## config.mk

```make
export PLATFORM = sky130hd
export DESIGN_NAME = two_parallel_serializer
export DESIGN_NICKNAME = d
export VERILOG_FILES = /design/src/rtl/two_parallel_serializer.sv
export SDC_FILE = /design/constraint.sdc
export NUM_CORES = 1
export LEC_CHECK = 0
export CELL_PAD_IN_SITES_DETAIL_PLACEMENT = 0
export CELL_PAD_IN_SITES_GLOBAL_PLACEMENT = 1
export CORE_ASPECT_RATIO = 1.1
export CORE_MARGIN = 2
export CORE_UTILIZATION = 30
export CTS_BUF_LIST = sky130_fd_sc_hd__clkbuf_16
export DETAILED_ROUTE_END_ITERATION = 7
export GPL_TIMING_DRIVEN = 0
export HOLD_SLACK_MARGIN = 0.08
export PLACE_DENSITY = 0.64
export SETUP_SLACK_MARGIN = 0.3
export SYNTH_ARGS = -nofsm -noshare
export SYNTH_HDL_FRONTEND = slang
export SYNTH_SLANG_ARGS = --single-unit
```

## constraint.sdc

```tcl
create_clock -name clk -period 2.5 [get_ports clk]
set_clock_uncertainty 0.05 [all_clocks]
set_input_delay 0.375 -clock clk [delete_from_list [all_inputs] [get_ports clk]]
set_output_delay 0.375 -clock clk [all_outputs]
set_load 0.005 [all_outputs]
```

## src/rtl/two_parallel_serializer.sv

```systemverilog
// Two-parallel to single-rate serializer.
// Each accepted pair (y0, y1) is saturated to OUT_W bits and stored as one
// FIFO entry. The head entry is emitted y0 first, then y1, and is only
// released after y1 is taken.

// Per-lane saturation: clamp a signed IN_W sample into the signed OUT_W range.
module two_parallel_serializer_sat #(
  parameter int IN_W  = 64,
  parameter int OUT_W = 16
) (
  input  logic [IN_W-1:0]  din,
  output logic [OUT_W-1:0] dout,
  output logic             clamp
);
  // Bits above the OUT_W sign bit must all equal it, else the value is out of range.
  logic [IN_W-OUT_W:0] upper;
  assign upper = din[IN_W-1:OUT_W-1];
  assign clamp = ~((&upper) | ~(|upper));

  // Pick the rail from the input sign when out of range, otherwise truncate.
  always_comb begin
    dout = din[OUT_W-1:0];
    if (clamp) dout = din[IN_W-1] ? {1'b1, {(OUT_W-1){1'b0}}} : {1'b0, {(OUT_W-1){1'b1}}};
  end
endmodule

module two_parallel_serializer #(
  parameter int IN_W  = 64,
  parameter int OUT_W = 16,
  parameter int DEPTH = 4
) (
  input  logic                     clk,
  input  logic                     rst,
  input  logic                     in_valid,
  output logic                     in_ready,
  input  logic [IN_W-1:0]          in_y0,
  input  logic [IN_W-1:0]          in_y1,
  output logic                     out_valid,
  input  logic                     out_ready,
  output logic [OUT_W-1:0]         out_data,
  output logic [$clog2(DEPTH):0]   level,
  output logic                     sat_flag,
  input  logic                     sat_clr
);
  localparam int NUM_LANES = 2;
  localparam int AW = $clog2(DEPTH);
  localparam int LW = AW + 1;

  logic [NUM_LANES-1:0][IN_W-1:0]  in_pair;
  logic [NUM_LANES-1:0][OUT_W-1:0] sat_pair;
  logic [NUM_LANES-1:0]            clamp;

  logic [DEPTH-1:0][NUM_LANES-1:0][OUT_W-1:0] mem;
  logic [AW-1:0] wr_ptr, rd_ptr;
  logic          sel;
  logic          push, pop_pair;

  assign in_pair = {in_y1, in_y0};

  for (genvar g = 0; g < NUM_LANES; g++) begin : g_lane
    two_parallel_serializer_sat #(.IN_W(IN_W), .OUT_W(OUT_W)) u_sat (
      .din   (in_pair[g]),
      .dout  (sat_pair[g]),
      .clamp (clamp[g])
    );
  end

  // Ready depends on registered level only, so a full FIFO never pushes,
  // even when the head pair is leaving this same cycle.
  assign in_ready  = (level < LW'(DEPTH));
  assign out_valid = (level != '0);
  assign push      = in_valid & in_ready;
  assign pop_pair  = out_valid & out_ready & sel;
  assign out_data  = out_valid ? mem[rd_ptr][sel] : '0;

  // Pair storage; contents are don't-care while not counted by level.
  always_ff @(posedge clk) begin
    if (push) mem[wr_ptr] <= sat_pair;
  end

  // Pointers, occupancy, output phase and sticky saturation flag.
  always_ff @(posedge clk or negedge rst) begin
    if (!rst) begin
      wr_ptr   <= '0;
      rd_ptr   <= '0;
      level    <= '0;
      sel      <= 1'b0;
      sat_flag <= 1'b0;
    end else begin
      if (push)     wr_ptr <= wr_ptr + AW'(1);
      if (pop_pair) rd_ptr <= rd_ptr + AW'(1);
      if (out_valid && out_ready) sel <= ~sel;
      case ({push, pop_pair})
        2'b10:   level <= level + LW'(1);
        2'b01:   level <= level - LW'(1);
        default: level <= level;
      endcase
      if (push && (|clamp)) sat_flag <= 1'b1;
      else if (sat_clr)     sat_flag <= 1'b0;
    end
  end
endmodule

```

# --- Word level (Yosys, flattened, before mapping) ---
# Cells that the tools add are included.
totals:
  memories: 0
  word_cells: 60
  rom_bits: 0
  latch_bits: 0
  reg_bits: 137
  ramBits: 0
op_classes:
  n_addsub: 4
  eq_ne: 2
  shifts: 0
  n_reduce_logical: 11
  div: 0
  muxes: 15
  magnitude_cmp: 5
  multipliers: 0
  bitwise_logic: 10
op_table:
  columns: ["operator", "n"]
  rows:
  - ["bitwise mux 128 bit", 1]
  - ["two-way mux 16 bit", 7]
  - ["AND reduction 49 bit", 2]
  - ["OR reduction 49 bit", 2]
  - ["binary-select mux 32 bit (select 2 bit)", 1]
  - ["demux 32 bit (select 2 bit)", 1]
  - ["two-way mux 32 bit", 2]
  - ["< comparator 2 x 3 -> 1 bit, second input constant", 2]
  - ["one-hot mux 3 bit (2 select lines)", 1]
  - ["inverter 1 bit", 5]
  - ["adder 2 x 1 -> 2 bit, second input constant", 2]
  - ["nonzero test 2 bit", 2]
  - ["adder 3 x 1 -> 3 bit, second input constant", 1]
  - ["AND 1 bit", 3]
  - ["logical AND 1 bit", 3]
  - ["< comparator 3 bit, second input constant", 1]
  - ["nonzero test 3 bit", 1]
  - ["subtractor 3 x 1 -> 3 bit, second input constant", 1]
  - ["== test 2 x 1 -> 1 bit, second input constant", 1]
  - ["== test 2 bit, second input constant", 1]
  - ["greater-or-equal comparator 2 x 1 -> 1 bit, second input constant", 1]
  - ["< comparator 1 x 2 -> 1 bit, second input constant", 1]
  - ["two-way mux 1 bit", 2]
  - ["bitwise OR 1 bit", 2]
  - ["OR reduction 2 bit", 1]

# --- Longest topological paths before layout ---
depth:
  word_depth: 7
  ltp_mapped: 9
  mapped_depth_nobuf: 9

# --- By module ---
# A second synthesis with hierarchy kept.
hier_totals:
  hier_cells: 377
  hier_area_um2: 6228.5
by_module_without_submodules:
  columns: ["module", "n_inst", "area_per_inst_um2", "cells_per_inst"]
  rows:
  - ["two_parallel_serializer", 1, 5292.6, 237]
  - ["two_parallel_serializer_sat", 2, 467.9, 70]

# --- Worst setup path before layout ---
# OpenSTA, ideal clock, no wires.
synth_path:
  path_type: "flip-flop to output port"
  startpoint: "register rd_ptr[0]"
  endpoint: "output port out_data[10]"
  t_arrival_ps: 1643
  setup_slack_ps: 432
  t_required_ps: 2075
  stages_incl_launch_ff: 6
  cell_sequence: "dfrtp_1 clkbuf_1 buf_2 mux4_2 mux2i_1 nor2_1"
synth_via:
  elab_chain_len: 5
synth_lines:
  columns: ["element", "line_no", "source"]
  rows:
  - ["start: declaration", "54", "logic [AW-1:0] wr_ptr, rd_ptr;"]
  - ["start signal: assignment", "91", "if (pop_pair) rd_ptr <= rd_ptr + AW'(1);"]
  - ["binary-select mux 32 bit (select 2 bit)", "74", "assign out_data = out_valid ? mem[rd_ptr][sel] : '0;"]
  - ["two-way mux 32 bit (implied by the code)", "74", null]
  - ["two-way mux 16 bit (implied by the code) (2 in series)", "74", null]
  - ["two-way mux 16 bit", "74", null]
  - ["end: declaration", "40", "output logic [OUT_W-1:0] out_data,"]
# No other way between the ends. The select of a mux whose other input is x is not followed.

# --- Final worst setup path ---
layout_path:
  startpoint: "register rd_ptr[0]"
  endpoint: "output port out_data[13]"
# Same word-level chain as after synthesis.

==> impl_metrics.ini <==
[status]
outcome = finished with violations
violations = setup timing

[drt]
wire_per_inst_um = 18.63
drc = 0
num_vias = 4250
vias_per_cell = 4.925
ant_nets = 0
routed_wl_mm = 16.08
first_iter_violations = 216
dr.pass1.iters = 4

[critical_path]
worst_ep_arrival_time_ns = 2.11
crit_path_start_kind = flop
end_kind = output port
crit_fanout = 7
rr_worst_depth = 9
required_ns = 2.08
critPathKind = flop to output port

[grt]
antenna_found_initial = 0
grt_pass1_vias = 4565
grt_pass1_wl_mm = 24.23
grt_start_max_net_pins = 29
gr-total-overflow = 0
grt.total_usage_pct = 14.77

[hold_path]
hold_path_class = primary input to asynchronous set/reset pin

[cts]
cts_buffers = 17
cts_max_level = 4
clkTransAtPathRegs_ns = 0.06
clkLatencyLatePin_ns = 0.41
cts_tree = built
postCtsHoldBufs = 0
cts_buffer_depth = 2
cts_sinks = 137
cts_root_buf = clkbuf_16

[finish]
fin_nets = 733
drive_gt1_share_pct = 29.98
antenna_cells = 0
syn_to_final_growth_pct = 52.75
final_cells = 863
layout.cells.most_common = edfxtp_1
final_cell_mix = 128 x edfxtp_1, 103 x clkdlybuf4s50_1, 40 x inv_1
fin_util_pct = 46.93

[yosys]
ys_warn_count = 0
synth_fp_nets = 531
synth_ff_type = edfxtp_1
ys_ff_latch = 137
synth_edf_count = 128
ys_seq_area_share_pct = 64.15
syn_inst = 392
syn_area_um2 = 6342
synth_cell_types = 32
ys_async_sr_fraction_pct = 6.569
avgSynthCellArea_um2 = 16.18

[flow_run]
cap_violations = 0

[timing]
worst_slew_pin_slew_ns = 1.256
period_minus_slack_ns = 2.530
fin_setup_tns_ns = -0.05305
finalSetupViolCount = 2
rsz0062_at_grt = yes
timing.final.max_slew_violations = 0
finalHoldViolations = 0
fmax_ghz = 0.3952
setup_slack_ns = -0.03024
relSlewSlack_pct = 16.25
period_share_pct = 101.2

[placement]
io_buffers = 152
gp_congestion = 0.7729
place_inst = 804
dpl_worst_slack_ns = -0.5168
dp_hpwl_mm = 11.17

[power]
power.total_w = 0.008929
peakVddDrop_mv = 0.4004
power.leakage_nw = 3.478
p_per_area_nw_per_um2 = 921.6

[floorplanning]
start_util_pct = 30.72
die_x_um = 142.6
placement_rows = 55
ios = 155
fp.coreArea_um2 = 20640
dieArea_um2 = 22320
fp.dieH_um = 156.5
==> cell families (layout without fill, tap and decap cells) <==
group / count (synthesis) / in the layout / synth area share, %
mux: 79 / 79 / 18.78
compound gates: 3 / 3 / 0.2959
fa+ha+maj: 6 / 6 / 1.302
buf+inv: 59 / 274 / 4.300
simple gates: 101 / 101 / 10.20
xor+xnor: 7 / 7 / 0.9667
flops: 137 / 137 / 64.15
==> Yosys cell counts, types with 2 or more instances <==
cell type	instances	area share, %
edfxtp_1	128	61
mux2i_1	47	7.4
inv_1	39	2.3
mux4_2	32	11
nand4_1	26	2.6
nor2_1	21	1.2
nor4_1	18	1.8
clkbuf_1	12	0.71
dfrtp_1	9	3.6
nor4_2	8	1.6
nand2_1	7	0.41
ha_1	5	0.99
xnor2_1	5	0.69
and2_1	4	0.39
nand3_1	4	0.32
nor3_1	4	0.32
buf_2	3	0.24
buf_12	2	0.63
buf_4	2	0.24
nand4_2	2	0.39
or4_4	2	0.36
xor2_1	2	0.28
==> report_power, final <==
part	leakage (nW)	switching, W	internal [W]
combinational	1.93	0.00155	0.00196
sequential	1.27	0.000114	0.00290
clock	0.275	0.000942	0.00147
total	3.48	0.00260	0.00633
==> metal layers <==
| layer | part of all wire [%] | GRT usage, % | wire length, um | up-vias |
|---|---|---|---|---|
| met3 | 7.2 | 4.682 | 1165 | 32 |
| met4 | 2.3 | 5.092 | 373 | 0 |
| met5 | 0 | 0 | 0 | - |
| li1 | - | - | - | 1959 |
| met2 | 50 | 25.66 | 7993 | 196 |
| met1 | 41 | 17.24 | 6546 | 2063 |
==> metrics by stage <==
stage                     hold slack [ns]  cell area, um2
final                              0.2208            9688
after global routing               0.2588            9688
after CTS                          0.2277            9393
after detailed placement           0.4809            8269
after global placement             0.4769            8184
after floorplan                   0.02941            6342
==> registers in the layout, summed over array words and instances, names as in the netlist <==
register,flops
mem,128
level,3
rd_ptr,2
wr_ptr,2
sat_flag,1
sel,1
==> critical path, stage by stage (launching register included) <==
cell and delay, ns:
dfrtp_1 0.36, clkbuf_16 0.19, buf_12 0.11, buf_16 0.11, mux4_2 0.52, mux2i_2 0.19, nor2_1 0.07, buf_2 0.13
==> final timing paths <==
path                            from      endpoint  slack [ns]
hold reg to reg             sat_flag      sat_flag        0.49
hold / removal                   rst      level[2]        0.22
max in group asynchronous        rst     wr_ptr[0]        1.87
min in group clk           in_y1[63]       mem[95]        0.33
setup reg to reg            level[0]      level[2]        0.49
setup / recovery           rd_ptr[0]  out_data[13]       -0.03
==> layout make-up <==
cell class | instances | area, um2
fill | 1803 | 10960
sequential | 137 | 4069
multi-input combinational | 196 | 2434
timing repair buffer | 183 | 1937
clock buffer | 17 | 425.4
tap | 256 | 320.3
buffer | 20 | 205.2
clock inverter | 15 | 151.4
inverter | 39 | 146.4
==> repair_timing <==
item	CTS	global route
endpoints found under the setup margin	141	126
pin swaps	29	32
cloned	5	0
buffers inserted	19	3
resized for setup	151	51
(Power assumes the default switching activity.)
